$ cat src/rtl/pindex_rd_arbiter_if.sv
// Requester-side bus of the pooling-index read arbiter: per-requester
// request/address in, one-hot grant and one-hot response back out.
interface pindex_rd_arbiter_if #(
  parameter int N_REQ            = 2,
  parameter int INDEX_ADDR_WIDTH = 14,
  parameter int PINDEX_WIDTH     = 2
);
  logic [N_REQ-1:0]                  req;
  logic [N_REQ*INDEX_ADDR_WIDTH-1:0] req_addr;
  logic [N_REQ-1:0]                  gnt;
  logic [N_REQ-1:0]                  rsp_valid;
  logic [PINDEX_WIDTH-1:0]           rsp_data;

  // Requester (decoder unpooling stage) view
  modport master (
    output req, req_addr,
    input  gnt, rsp_valid, rsp_data
  );

  // Arbiter view
  modport slave (
    input  req, req_addr,
    output gnt, rsp_valid, rsp_data
  );
endinterface

$ cat src/rtl/pindex_rd_arbiter.sv
// Round-robin arbiter sharing the encoder's single pooling-index SRAM read
// port between N_REQ decoder requesters. One read issued per cycle; the
// owner of each read rides a one-hot tag pipeline matched to the SRAM read
// latency and comes back as a one-hot rsp_valid.
module pindex_rd_arbiter #(
  parameter int N_REQ            = 2,
  parameter int INDEX_ADDR_WIDTH = 14,
  parameter int PINDEX_WIDTH     = 2,
  parameter int RD_LAT           = 1
) (
  input  logic                        clk,
  input  logic                        rst,
  input  logic                        rd_block,
  pindex_rd_arbiter_if.slave          rq,
  output logic                        pindex_rd,
  output logic [INDEX_ADDR_WIDTH-1:0] pindex_rd_addr,
  input  logic [PINDEX_WIDTH-1:0]     pindex_in
);

  localparam int PTR_W = (N_REQ > 1) ? $clog2(N_REQ) : 1;

  // Arbitration state
  logic [PTR_W-1:0] ptr_q, ptr_d;
  logic [PTR_W-1:0] win;
  logic             found;
  logic [N_REQ-1:0] gnt_c;
  logic [INDEX_ADDR_WIDTH-1:0] win_addr;

  // Issue stage
  logic                        rd_q, rd_d;
  logic [INDEX_ADDR_WIDTH-1:0] addr_q, addr_d;

  // Owner tag pipeline; stage 0 is aligned with pindex_rd
  logic [RD_LAT-1:0][N_REQ-1:0] tag_q, tag_d;
  logic [N_REQ-1:0]             tag_exit;

  // Response stage
  logic [N_REQ-1:0]        rsp_valid_q, rsp_valid_d;
  logic [PINDEX_WIDTH-1:0] rsp_data_q, rsp_data_d;

  // Winner search: first pass takes the lowest requester at or above ptr,
  // second pass wraps to the lowest requester below ptr.
  always_comb begin
    found = 1'b0;
    win   = '0;
    for (int k = 0; k < N_REQ; k++) begin
      if (!found && rq.req[k] && (PTR_W'(k) >= ptr_q)) begin
        found = 1'b1;
        win   = PTR_W'(k);
      end
    end
    for (int k = 0; k < N_REQ; k++) begin
      if (!found && rq.req[k]) begin
        found = 1'b1;
        win   = PTR_W'(k);
      end
    end
    // Reset and SRAM reconfiguration both suppress any grant
    if (rst || rd_block) found = 1'b0;
  end

  // One-hot grant and winner address mux
  always_comb begin
    gnt_c    = '0;
    win_addr = '0;
    for (int k = 0; k < N_REQ; k++) begin
      gnt_c[k] = found && (win == PTR_W'(k));
      if (win == PTR_W'(k))
        win_addr = rq.req_addr[k*INDEX_ADDR_WIDTH +: INDEX_ADDR_WIDTH];
    end
  end

  assign rq.gnt = gnt_c;

  // Pointer advances past the winner; holds when nothing is granted
  always_comb begin
    ptr_d = ptr_q;
    if (found)
      ptr_d = (win == PTR_W'(N_REQ-1)) ? '0 : win + PTR_W'(1);
  end

  // Issue stage: strobe follows any grant, address holds between reads
  always_comb begin
    rd_d   = |gnt_c;
    addr_d = (|gnt_c) ? win_addr : addr_q;
  end

  // Tag shift register: the grant enters stage 0, shifts one stage per cycle
  always_comb begin
    tag_d    = tag_q;
    tag_d[0] = gnt_c;
    for (int s = 1; s < RD_LAT; s++)
      tag_d[s] = tag_q[s-1];
    tag_exit = tag_q[RD_LAT-1];
  end

  // Response capture: SRAM data is valid exactly when a tag leaves the pipe
  always_comb begin
    rsp_valid_d = tag_exit;
    rsp_data_d  = (|tag_exit) ? pindex_in : rsp_data_q;
  end

  // All state registers; reset discards in-flight tags
  always_ff @(posedge clk) begin
    if (rst) begin
      ptr_q       <= '0;
      rd_q        <= 1'b0;
      addr_q      <= '0;
      tag_q       <= '0;
      rsp_valid_q <= '0;
      rsp_data_q  <= '0;
    end else begin
      ptr_q       <= ptr_d;
      rd_q        <= rd_d;
      addr_q      <= addr_d;
      tag_q       <= tag_d;
      rsp_valid_q <= rsp_valid_d;
      rsp_data_q  <= rsp_data_d;
    end
  end

  assign pindex_rd      = rd_q;
  assign pindex_rd_addr = addr_q;
  assign rq.rsp_valid   = rsp_valid_q;
  assign rq.rsp_data    = rsp_data_q;

endmodule

$ cat src/flat_wrapper.sv
// flat-port wrapper written by rule: the top's interface ports become plain ports
module pindex_rd_arbiter_flat 
#(
  parameter int N_REQ            = 2,
  parameter int INDEX_ADDR_WIDTH = 14,
  parameter int PINDEX_WIDTH     = 2,
  parameter int RD_LAT           = 1
)
  (clk, rst, rd_block, pindex_rd, pindex_rd_addr, pindex_in, rq_req, rq_req_addr, rq_gnt, rq_rsp_valid, rq_rsp_data);
  pindex_rd_arbiter_if #(.N_REQ(N_REQ), .INDEX_ADDR_WIDTH(INDEX_ADDR_WIDTH), .PINDEX_WIDTH(PINDEX_WIDTH)) rq_i ();
  input  logic clk;
  input  logic rst;
  input  logic rd_block;
  output logic pindex_rd;
  output logic [INDEX_ADDR_WIDTH-1:0] pindex_rd_addr;
  input  logic [PINDEX_WIDTH-1:0] pindex_in;
  input wire logic [$bits(rq_i.req)-1:0] rq_req;
  input wire logic [$bits(rq_i.req_addr)-1:0] rq_req_addr;
  output wire logic [$bits(rq_i.gnt)-1:0] rq_gnt;
  output wire logic [$bits(rq_i.rsp_valid)-1:0] rq_rsp_valid;
  output wire logic [$bits(rq_i.rsp_data)-1:0] rq_rsp_data;
  assign rq_i.req = rq_req;
  assign rq_i.req_addr = rq_req_addr;
  assign rq_gnt = rq_i.gnt;
  assign rq_rsp_valid = rq_i.rsp_valid;
  assign rq_rsp_data = rq_i.rsp_data;
  pindex_rd_arbiter #(.N_REQ(N_REQ), .INDEX_ADDR_WIDTH(INDEX_ADDR_WIDTH), .PINDEX_WIDTH(PINDEX_WIDTH), .RD_LAT(RD_LAT)) u_core (.clk(clk), .rst(rst), .rd_block(rd_block), .rq(rq_i), .pindex_rd(pindex_rd), .pindex_rd_addr(pindex_rd_addr), .pindex_in(pindex_in));
endmodule
$ cat config.mk
export PLATFORM = sky130hd
export DESIGN_NAME = pindex_rd_arbiter_flat
export DESIGN_NICKNAME = d
export VERILOG_FILES = /design/src/rtl/pindex_rd_arbiter_if.sv /design/src/rtl/pindex_rd_arbiter.sv /design/src/flat_wrapper.sv
export SDC_FILE = /design/constraint.sdc
export NUM_CORES = 1
export LEC_CHECK = 0
export BUFFER_PORTS_ARGS = -buffer_cell sky130_fd_sc_hd__buf_2
export CORE_MARGIN = 8
export CORE_UTILIZATION = 45
export DETAILED_ROUTE_END_ITERATION = 8
export PLACE_DENSITY = 0.82
export SLEW_MARGIN = 20
export SYNTH_ARGS = -nofsm -noshare
export SYNTH_HDL_FRONTEND = slang
export SYNTH_SLANG_ARGS = --single-unit
$ cat constraint.sdc
create_clock -name clk -period 1.6 [get_ports clk]
set_input_delay 0.24 -clock clk [delete_from_list [all_inputs] [get_ports clk]]
set_output_delay 0.24 -clock clk [all_outputs]
set_load 0.02 [all_outputs]
==> impl_metrics.py <==
metrics = {
    "floorplanning": {
        "num_rows": 16,
        "core-area_sq_um": 1940,
        "die-area_sq_um": 3760,
        "die_h_microns": 61.3,
        "fp.dieW_microns": 61.3,
        "io_pins": 56,
        "initial_core_util_pct": 47.6,
    },
    "synthesis": {
        "yosysSeqAreaShare_pct": 47.7,
        "yosysWarnings": 0,
        "synth-edff-count": 0,
        "syn_inst": 104,
        "synth_area_per_cell_sq_um": 8.88,
        "syn_nets": 139,
        "ys_types": 23,
        "synth_area_sq_um": 923,
        "synth_seq_cells": 22,
        "synthFlopType": "dfxtp_1",
        "async_flop_share_pct": 0,
    },
    "global_routing": {
        "grt_pass1_vias": 998,
        "antenna_found_initial": 0,
        "grt_pass1_wl_microns": 4420,
        "grt_max_degree": 17,
        "grt_use_total_pct": 15.3,
        "overflow": 0,
    },
    "final_layout": {
        "drive_above_1_share_pct": 42.4,
        "final_cell_count_no_fill": 185,
        "final_common_cell": "buf_2",
        "area_delta_synth_final_pct": 34.7,
        "final_nets": 195,
        "seqCellArea_sq_um": 440,
        "final_util_pct": 64.0,
        "final_cell_mix": "buf_2 (55), dfxtp_1 (22), nand3_1 (11), nand4_1 (11), a31oi_1 (11)",
        "fillers": 193,
        "antenna_cells_inserted": 0,
        "multi_input_comb_area_sq_um": 427,
    },
    "routing": {
        "vias": 1006,
        "highest_layer": "met4",
        "drc": 0,
        "wl_per_cell_microns": 15.0,
        "drt-total-wl_microns": 2780,
        "viasPerCell": 5.44,
        "drt_first_iter_violations": 13,
        "route.met3.wl_microns": 240,
        "wl_met1_microns": 1150,
        "dr.pass1.iters": 5,
        "antenna_left": 0,
        "routed-wl-met2_microns": 1370,
    },
    "setup_path": {
        "cp-end-kind": "primary output",
        "cp.arrival_ns": 1.24,
        "worst-path-max-fanout": 4,
        "required_ns": 1.36,
        "critPathKind": "reg -> out",
        "worstSetupStartpointType": "flop",
    },
    "sta": {
        "finalCritPeriodShare_pct": 92.8,
        "finalSetupViolCount": 0,
        "period_minus_slack_ns": 1.48,
        "rsz0062_at_grt": "false",
        "fmax_mhz": 674,
        "fin_skew_ns": 0.00912,
        "worstMarginPinSlew_ns": 0.405,
        "report.final.slew_viol_count": 0,
        "finalSetupTns_ns": 0,
        "whs_ns": 0.170,
        "finalHoldViolCount": 0,
        "slew_headroom_pct": 73.0,
    },
    "clock_tree": {
        "cts_tree": "done",
        "clock-sinks": 22,
        "clock_latency_ns": 0.29,
        "cts_buffer_depth": 2,
        "post_cts_resized": 0,
        "cts_buffers": 3,
        "clock-root-buffer": "clkbuf_4",
        "cts_setup_buffers": 0,
        "clkTransAtPathRegs_ns": 0.10,
        "htree_levels": 1,
        "cts_hold_buf": 0,
    },
    "run_status": {
        "status": "finished, final reports clean",
    },
    "place": {
        "place.detailed.hpwl_microns": 2170,
        "io_buffer_count": 55,
        "dp.cells": 182,
        "gp_congestion": 0.823,
    },
    "power_and_ir_drop": {
        "powerDensity_nw_per_um2": 825,
        "ir_drop_mv": 0.460,
        "p_leak_nw": 0.569,
    },
    "worst_hold_path": {
        "min_path_type": "in -> reg",
    },
    "run": {
        "cap_violations": 0,
    },
}
-- worst max-delay path, cell delays in order (launching register included) --
cell and delay (ns):
dfxtp_1 0.40, nand2b_1 0.14, and3_1 0.23, buf_2 0.19
-- layout make-up --
type	count	share of cell area (%)
Clock buffer	3	1.81
Inverter	2	0.604
Multi-Input combinational cell	71	34.3
Sequential cell	22	35.4
Tap cell	27	2.72
Timing Repair Buffer	60	25.2
-- synthesized netlist by cell type (2+ instances only) --
cell type / number / area share, %
nand4_1: 11 / 7.5
a31oi_1: 11 / 7.5
nor3b_1: 3 / 2.4
o21ai_0: 4 / 2.2
o21ai_1: 10 / 5.4
buf_2: 6 / 3.3
clkbuf_1: 2 / 0.81
and3_1: 2 / 1.4
nand2_1: 2 / 0.81
nand3_1: 11 / 6.0
a221o_1: 3 / 3.3
a21oi_1: 3 / 1.6
dfxtp_1: 22 / 48
nor2b_1: 2 / 1.4
nor2_1: 4 / 1.6
-- registers in the layout, indices dropped and copies added, names as in the netlist --
register               count
u_core.rq.rsp_data         2
u_core.rsp_valid_d         2
u_core.pindex_rd_addr     14
u_core.ptr_q               1
u_core.rq.rsp_valid        2
u_core.pindex_rd           1
-- per-stage QoR --
| step | setup slack [ns] | area (sq um) | power, mW |
|---|---|---|---|
| finish | 0.115 | 1240 | 1.03 |
| global route | 0.0488 | 1240 | 1.08 |
| CTS | 0.107 | 1240 | 1.03 |
| detailed placement | 0.266 | 1220 | 0.803 |
| global placement | 0.301 | 1220 | 0.798 |
| floorplan | 0.406 | 923 | 0.709 |
-- final timing paths --
path	start	to	slack (ns)	cells past startpoint
setup / recovery	u_core.ptr_q$_SDFFE_PP0N_	rq_gnt[1]	0.12	3
hold / removal	rq_req_addr[9]	u_core.pindex_rd_addr[9]$_SDFFE_PP0P_	0.17	2
setup reg to reg	u_core.ptr_q$_SDFFE_PP0N_	u_core.pindex_rd_addr[13]$_SDFFE_PP0P_	0.45	3
hold reg to reg	u_core.rq.rsp_data[0]$_SDFFE_PP0P_	u_core.rq.rsp_data[0]$_SDFFE_PP0P_	0.47	2
-- layer usage --
metal	track usage, %	vias up
met5	0	-
met4	5.32	0
met3	4.18	4
met2	25.1	38
met1	18.5	462
li1	-	502
-- cells by family (layout without fill, tap and decap cells) --
| kind of cell | Yosys count | in the layout | share of synthesized area (%) |
|---|---|---|---|
| flip-flops | 22 | 22 | 47.7 |
| buffers and inverters | 11 | 65 | 6.10 |
| AND/OR/NAND/NOR | 38 | 38 | 23.0 |
| AO/OA/AOI/OAI | 33 | 33 | 23.2 |
-- where the power goes --
group | internal [mW] | switching (mW)
registers | 0.574 | 0.0122
logic | 0.0835 | 0.121
clock network | 0.0874 | 0.149
Power figures use the tool's default switching activity.
